File: src/rtl/im_boot_loader.sv
// Boot loader: takes a big-endian byte stream (16-bit word count, then 32-bit words)
// and writes it into instruction memory. The core is held in reset until the image is committed.
module im_boot_loader #(
  parameter int ADDR_W = 10
) (
  input  logic              clk,
  input  logic              rst,
  input  logic              byte_valid,
  input  logic [7:0]        byte_data,
  output logic              byte_ready,
  input  logic              reload,
  output logic              im_we,
  output logic [ADDR_W-1:0] im_addr,
  output logic [31:0]       im_wdata,
  output logic              cpu_rst,
  output logic              done,
  output logic              err,
  output logic [15:0]       words_loaded
);

  localparam logic [16:0] DEPTH = 17'(2**ADDR_W);

  typedef enum logic [2:0] {
    HDR_HI, HDR_LO, DATA, COMMIT_WAIT, DONE_S, ERR_S
  } state_t;

  state_t            state_q;
  logic [15:0]       n_q;
  logic [23:0]       asm_q;
  logic [1:0]        bcnt_q;
  logic              im_we_q;
  logic [ADDR_W-1:0] im_addr_q;
  logic [31:0]       im_wdata_q;
  logic              cpu_rst_q;
  logic              done_q;
  logic              err_q;
  logic [15:0]       words_q;

  logic              xfer;
  logic [15:0]       n_full;

  always_comb begin
    byte_ready = 1'b0;
    case (state_q)
      HDR_HI, HDR_LO, DATA: byte_ready = 1'b1;
      default:              byte_ready = 1'b0;
    endcase
  end

  assign xfer   = byte_valid & byte_ready;
  assign n_full = {n_q[15:8], byte_data};

  always_ff @(posedge clk or posedge rst) begin
    if (rst) begin
      state_q    <= HDR_HI;
      n_q        <= '0;
      asm_q      <= '0;
      bcnt_q     <= '0;
      im_we_q    <= 1'b0;
      im_addr_q  <= '0;
      im_wdata_q <= '0;
      cpu_rst_q  <= 1'b1;
      done_q     <= 1'b0;
      err_q      <= 1'b0;
      words_q    <= '0;
    end else begin
      im_we_q <= 1'b0;
      // Count advances at the end of the strobe cycle, so the next word's
      // address is already updated by the time its 4th byte can arrive.
      if (im_we_q) words_q <= words_q + 16'd1;
      case (state_q)
        HDR_HI: if (xfer) begin
          n_q[15:8] <= byte_data;
          state_q   <= HDR_LO;
        end
        HDR_LO: if (xfer) begin
          n_q[7:0] <= byte_data;
          bcnt_q   <= '0;
          if (n_full == 16'd0) begin
            state_q <= COMMIT_WAIT;
          end else if ({1'b0, n_full} > DEPTH) begin
            state_q <= ERR_S;
            err_q   <= 1'b1;
          end else begin
            state_q <= DATA;
          end
        end
        DATA: if (xfer) begin
          asm_q  <= {asm_q[15:0], byte_data};
          bcnt_q <= bcnt_q + 2'd1;
          if (bcnt_q == 2'd3) begin
            im_wdata_q <= {asm_q, byte_data};
            im_addr_q  <= words_q[ADDR_W-1:0];
            im_we_q    <= 1'b1;
            if (words_q == n_q - 16'd1) state_q <= COMMIT_WAIT;
          end
        end
        // Final strobe (if any) is in flight here; core release follows it.
        COMMIT_WAIT: begin
          state_q   <= DONE_S;
          done_q    <= 1'b1;
          cpu_rst_q <= 1'b0;
        end
        DONE_S, ERR_S: if (reload) begin
          state_q   <= HDR_HI;
          n_q       <= '0;
          bcnt_q    <= '0;
          cpu_rst_q <= 1'b1;
          done_q    <= 1'b0;
          err_q     <= 1'b0;
          words_q   <= '0;
        end
        default: state_q <= HDR_HI;
      endcase
    end
  end

  assign im_we        = im_we_q;
  assign im_addr      = im_addr_q;
  assign im_wdata     = im_wdata_q;
  assign cpu_rst      = cpu_rst_q;
  assign done         = done_q;
  assign err          = err_q;
  assign words_loaded = words_q;

endmodule

File: config.mk
export PLATFORM = sky130hd
export DESIGN_NAME = im_boot_loader
export DESIGN_NICKNAME = d
export VERILOG_FILES = /design/src/rtl/im_boot_loader.sv
export SDC_FILE = /design/constraint.sdc
export NUM_CORES = 1
export LEC_CHECK = 0
export CORE_ASPECT_RATIO = 1.25
export CORE_MARGIN = 8
export CORE_UTILIZATION = 56
export CTS_BUF_LIST = sky130_fd_sc_hd__clkbuf_4 sky130_fd_sc_hd__clkbuf_8
export CTS_CLUSTER_DIAMETER = 30
export DETAILED_ROUTE_END_ITERATION = 6
export GPL_ROUTABILITY_DRIVEN = 0
export PLACE_DENSITY = 0.79
export SYNTH_ARGS = -nofsm -noshare
export SYNTH_HDL_FRONTEND = slang
export SYNTH_SLANG_ARGS = --single-unit
File: constraint.sdc
create_clock -name clk -period 4.4 [get_ports clk]
set_input_delay 0.66 -clock clk [delete_from_list [all_inputs] [get_ports clk]]
set_output_delay 0.66 -clock clk [all_outputs]
set_load 0.1 [all_outputs]
* After elaboration in Yosys (flattened, before gate mapping) *
Cells that the tools add are included.

word-level totals
  bits in registers = 107
  bits of input ports = 12
  output and inout bits = 63
  logic and storage cells = 80

cells by class
  $add $sub $neg = 3
  magnitude comparators = 1
  eq/ne operators = 15
  multiplexer cells = 32
  bitwise operators = 1
  reductions and logical operators = 16

operators by type and width
  kind                                                   number
  two-way mux 16 bit                                     4
  case mux 8 bit (2 select lines)                        2
  two-way mux 3 bit                                      8
  adder 16 x 1 -> 16 bit (second input constant)         1
  == test 16 bit                                         1
  > comparator 16 x 11 -> 1 bit (second input constant)  1
  logical NOT 16 bit                                     1
  != test 2 bit (second input constant)                  8
  subtractor 16 x 1 -> 16 bit (second input constant)    1
  case mux 3 bit (5 select lines)                        1
  two-way mux 1 bit                                      9
  AND reduction 3 bit                                    3
  two-way mux 8 bit                                      1
  == test 3 x 2 -> 1 bit (second input constant)         2
  == test 3 bit (second input constant)                  2
  two-way mux 2 bit                                      3
  case mux 1 bit (2 select lines)                        3
  case mux 2 bit (3 select lines)                        1
  AND reduction 6 bit                                    1
  nonzero test 2 bit                                     3
  AND reduction 5 bit                                    1
  AND reduction 2 bit                                    2
  AND reduction 4 bit                                    1
  == test 3 x 1 -> 1 bit (second input constant)         1
  other kinds (7)                                        7

* Logic depth before layout (Yosys ltp) *
  depth after elaboration = 6
  depth in mapped cells = 8
  mapped depth without buffers = 8

* Worst setup path after synthesis *
No wires, ideal clock.

  path kind = register to output
  start point = register state_q[2]
  end point = output port byte_ready
  arrival time = 2,046 ps
  data required time = 3,740 ps
  setup slack = 1,694 ps
  stages on the path, launching flop included = 3
  path buffers = 1
  cells stage by stage = dfrtp_1 -> clkbuf_1 -> a21oi_1

on the way
  word-level cells in the longest chain between the ends = 3
  elaborated cells between the ends (all ways) = 5
  those cells by class = eq/ne (2); mux (1); reduce/logical (2)

RTL lines
  item                                            line  text
  from (decl)                                     27    state_t state_q;
  from (signal assigned)                          55    state_q <= HDR_HI;
  from (signal assigned)                          74    state_q <= HDR_LO;
  from (signal assigned)                          80    state_q <= COMMIT_WAIT;
  == test 3 x 2 -> 1 bit (tied with other cells)  44    case (state_q)
  OR reduction 3 bit *                            44
  two-way mux 1 bit *                             44
  to (decl)                                       10    output logic byte_ready,

Mark *: on every way between the ends. The rest lies on a longest branch, timed or not.

* Worst setup path after layout *
Ends and elaborated chain as after synthesis.

==> results.ini <==
[routing]
routed_wl_um = 10000
routed-wl-met2_um = 4970
met1_length_um = 4230
wl_per_cell_um = 17.3
topRoutingLayerUsed = met4
ant_nets = 0
drcViolationCount = 0
drtIter0Drc = 244
vias = 3311
via_per_inst = 5.72
drt_first_pass_iters = 4
wl_met3_um = 652

[finish]
final_cell_mix = dfrtp_1, clkdlybuf4s50_1, mux2_1
fillCellCount = 650
diodes = 0
layout.nets = 489
final_common_cell = dfrtp_1
layout-drive-gt1-share = 0.121
area_growth_pct = 21.3

[clock_tree]
cts_max_level = 3
cts_sinks = 107
clk_latency_ns = 0.37
ctsResizeCount = 0
clockBufferDepth = 2
cts_made_buffers = 9
clkTransAtPathRegs_ns = 0.11
cts_setup_buffers = 0
holdBufCountCts = 0
cts_root_buf = clkbuf_8
cts_tree = done

[logic_synthesis]
async_flop_share = 1.00
yosys.cell_types.count = 50
yosysWarnings = 0
synth_fp_nets = 417
avgSynthCellArea_um2 = 11.9
synth_edf_count = 0
netlist_area_um2 = 4800
syn_inst = 402
synth_ff_type = dfrtp_1
synth-seq-cells = 107
yosysSeqAreaShare = 0.558

[global_route]
grt_pass1_wl_um = 17000
grt_pass1_vias = 3442
gr-total-overflow = 0
grt_max_degree = 44
track_usage = 0.178
grt_antenna_before_repair = 0

[worst_setup_path]
worstPathMaxFanout = 13
worst_ep_arrival_time_ns = 2.20
r2r_slack_ns = 1.78
reg2reg_to = im_wdata[5]
critPathKind = flip-flop to primary output
startpoint_type = flip-flop
reg2regPathDepth = 5
reg2reg_from = state_q[2]
cp-end-kind = primary output
cp.required_ns = 3.74

[die]
initial_utilization = 0.564
dieArea_um2 = 11800
io_pins = 75
num_rows = 38
die_w_um = 98.8
dieHeight_um = 120
core_um2 = 8510

[place]
io_buffers = 74
dp_hpwl_um = 7130

[min_path]
hp-class = flip-flop to flip-flop
whs_endpoint = im_wdata[29]
worstHoldStart = asm_q[21]
whs_path_depth = 1

[outcome]
outcome = completed

[timing]
fin_hold_ws_ns = 0.492
finalSetupTns_ns = 0
slew_headroom = 0.260
final_max_slew_viol_count = 0
rsz0062_at_grt = false
min_period_over_period = 0.650
min_period_ns = 2.86
clock.fmax_ghz = 0.350
tightest_slew_ns = 1.11
finClkSkew_ns = 0.0108
setup_violations = 0
hold_violations = 0

[run]
cap_violations = 0

[power]
powerDensity_nw_per_um2 = 503
power.leakage_uw = 0.00277
ir_drop_uv = 262

[worst max-delay path by stage]
| stage | startpoint | endpoint | slack, ns | cells after the start |
|---|---|---|---|---|
| after floorplan | rst | asm_q[0] | 0.92 | 1 |
| after global placement | byte_valid | im_wdata[22] | 1.25 | 6 |
| after detailed placement | byte_valid | im_wdata[5] | 1.19 | 6 |
| after CTS | state_q[1] | byte_ready | 1.52 | 2 |
| after global routing | byte_valid | im_wdata[5] | 1.43 | 6 |
| final | state_q[2] | byte_ready | 1.54 | 2 |
[registers in the layout (all words and copies together), names as in the netlist]
register      count
state_q           3
cpu_rst           1
bcnt_q            2
err               1
n_q              16
im_we             1
im_addr          10
im_wdata         32
words_loaded     16
asm_q            24
done              1
[cell type report]
cell class / instances / area [um2] / area share
well taps: 100 / 125 / 0.0215
multi-input cells: 268 / 2020 / 0.347
flip-flops and latches: 107 / 2680 / 0.460
clock inverters: 7 / 67.6 / 0.0116
repair buffers: 78 / 771 / 0.132
clock buffers: 9 / 124 / 0.0213
inverters: 10 / 40.0 / 0.00687
[critical path, stage by stage, from the launching register on]
cell             delay, ns
dfrtp_1               0.51
a21oi_1               0.17
clkdlybuf4s50_1       1.15
[power by group]
group | total (uW) | internal, uW | switching (uW) | leakage [uW]
combinational | 971 | 406 | 565 | 0.00123
sequential | 1380 | 1170 | 211 | 0.00145
clock | 582 | 221 | 361 | 0.0000993
total | 2930 | 1790 | 1140 | 0.00277
[cells by family after synthesis]
logic type,Yosys count,synth area share
AND/OR/NAND/NOR,112,0.121
flip-flops,107,0.558
buffers and inverters,27,0.0227
adder cells (fa/ha/maj),3,0.00782
AO/OA/AOI/OAI,51,0.0703
multiplexers,67,0.157
XOR/XNOR,35,0.0638
[cell usage after synthesis (all sizes together), types with 3 or more instances]
library cell  number  area share
nand2b             4      0.0052
nor3b              3      0.0047
dfrtp            106        0.55
o31ai              3      0.0047
o21ai             14       0.015
mux2              66        0.15
a21oi             11       0.011
nor2              33       0.026
nand4              6      0.0078
nor3               5      0.0052
buf                6      0.0063
xnor2             12       0.022
nand3              6      0.0063
nand2             30       0.024
and3               5      0.0065
nand3b             3      0.0055
nor4               8       0.016
ha                 3      0.0078
a31oi              3      0.0039
clkbuf            11      0.0086
xor2              23       0.042
a22o               8       0.015
inv               10      0.0078
[metal layers]
metal | global-route usage | vias to the layer above
li1 | - | 1555
met1 | 0.211 | 1643
met2 | 0.303 | 96
met3 | 0.0458 | 17
met4 | 0.0703 | 0
met5 | 0 | -
[metrics by stage]
stage / cell area, um2 / instances / setup WS (ns) / utilization / total power [uW]
2_1_floorplan: 4800 / 402 / 0.924 / - / 2130
3_3_place_gp: 5630 / 563 / 1.25 / 0.662 / 2310
3_5_place_dp: 5630 / 563 / 1.19 / 0.662 / 2350
4_1_cts: 5820 / 579 / 1.52 / 0.684 / 2940
5_1_grt: 5820 / 579 / 1.43 / 0.684 / 3110
6_report: 5820 / 579 / 1.54 / 0.684 / 2930
Power figures use the tool's default switching activity.
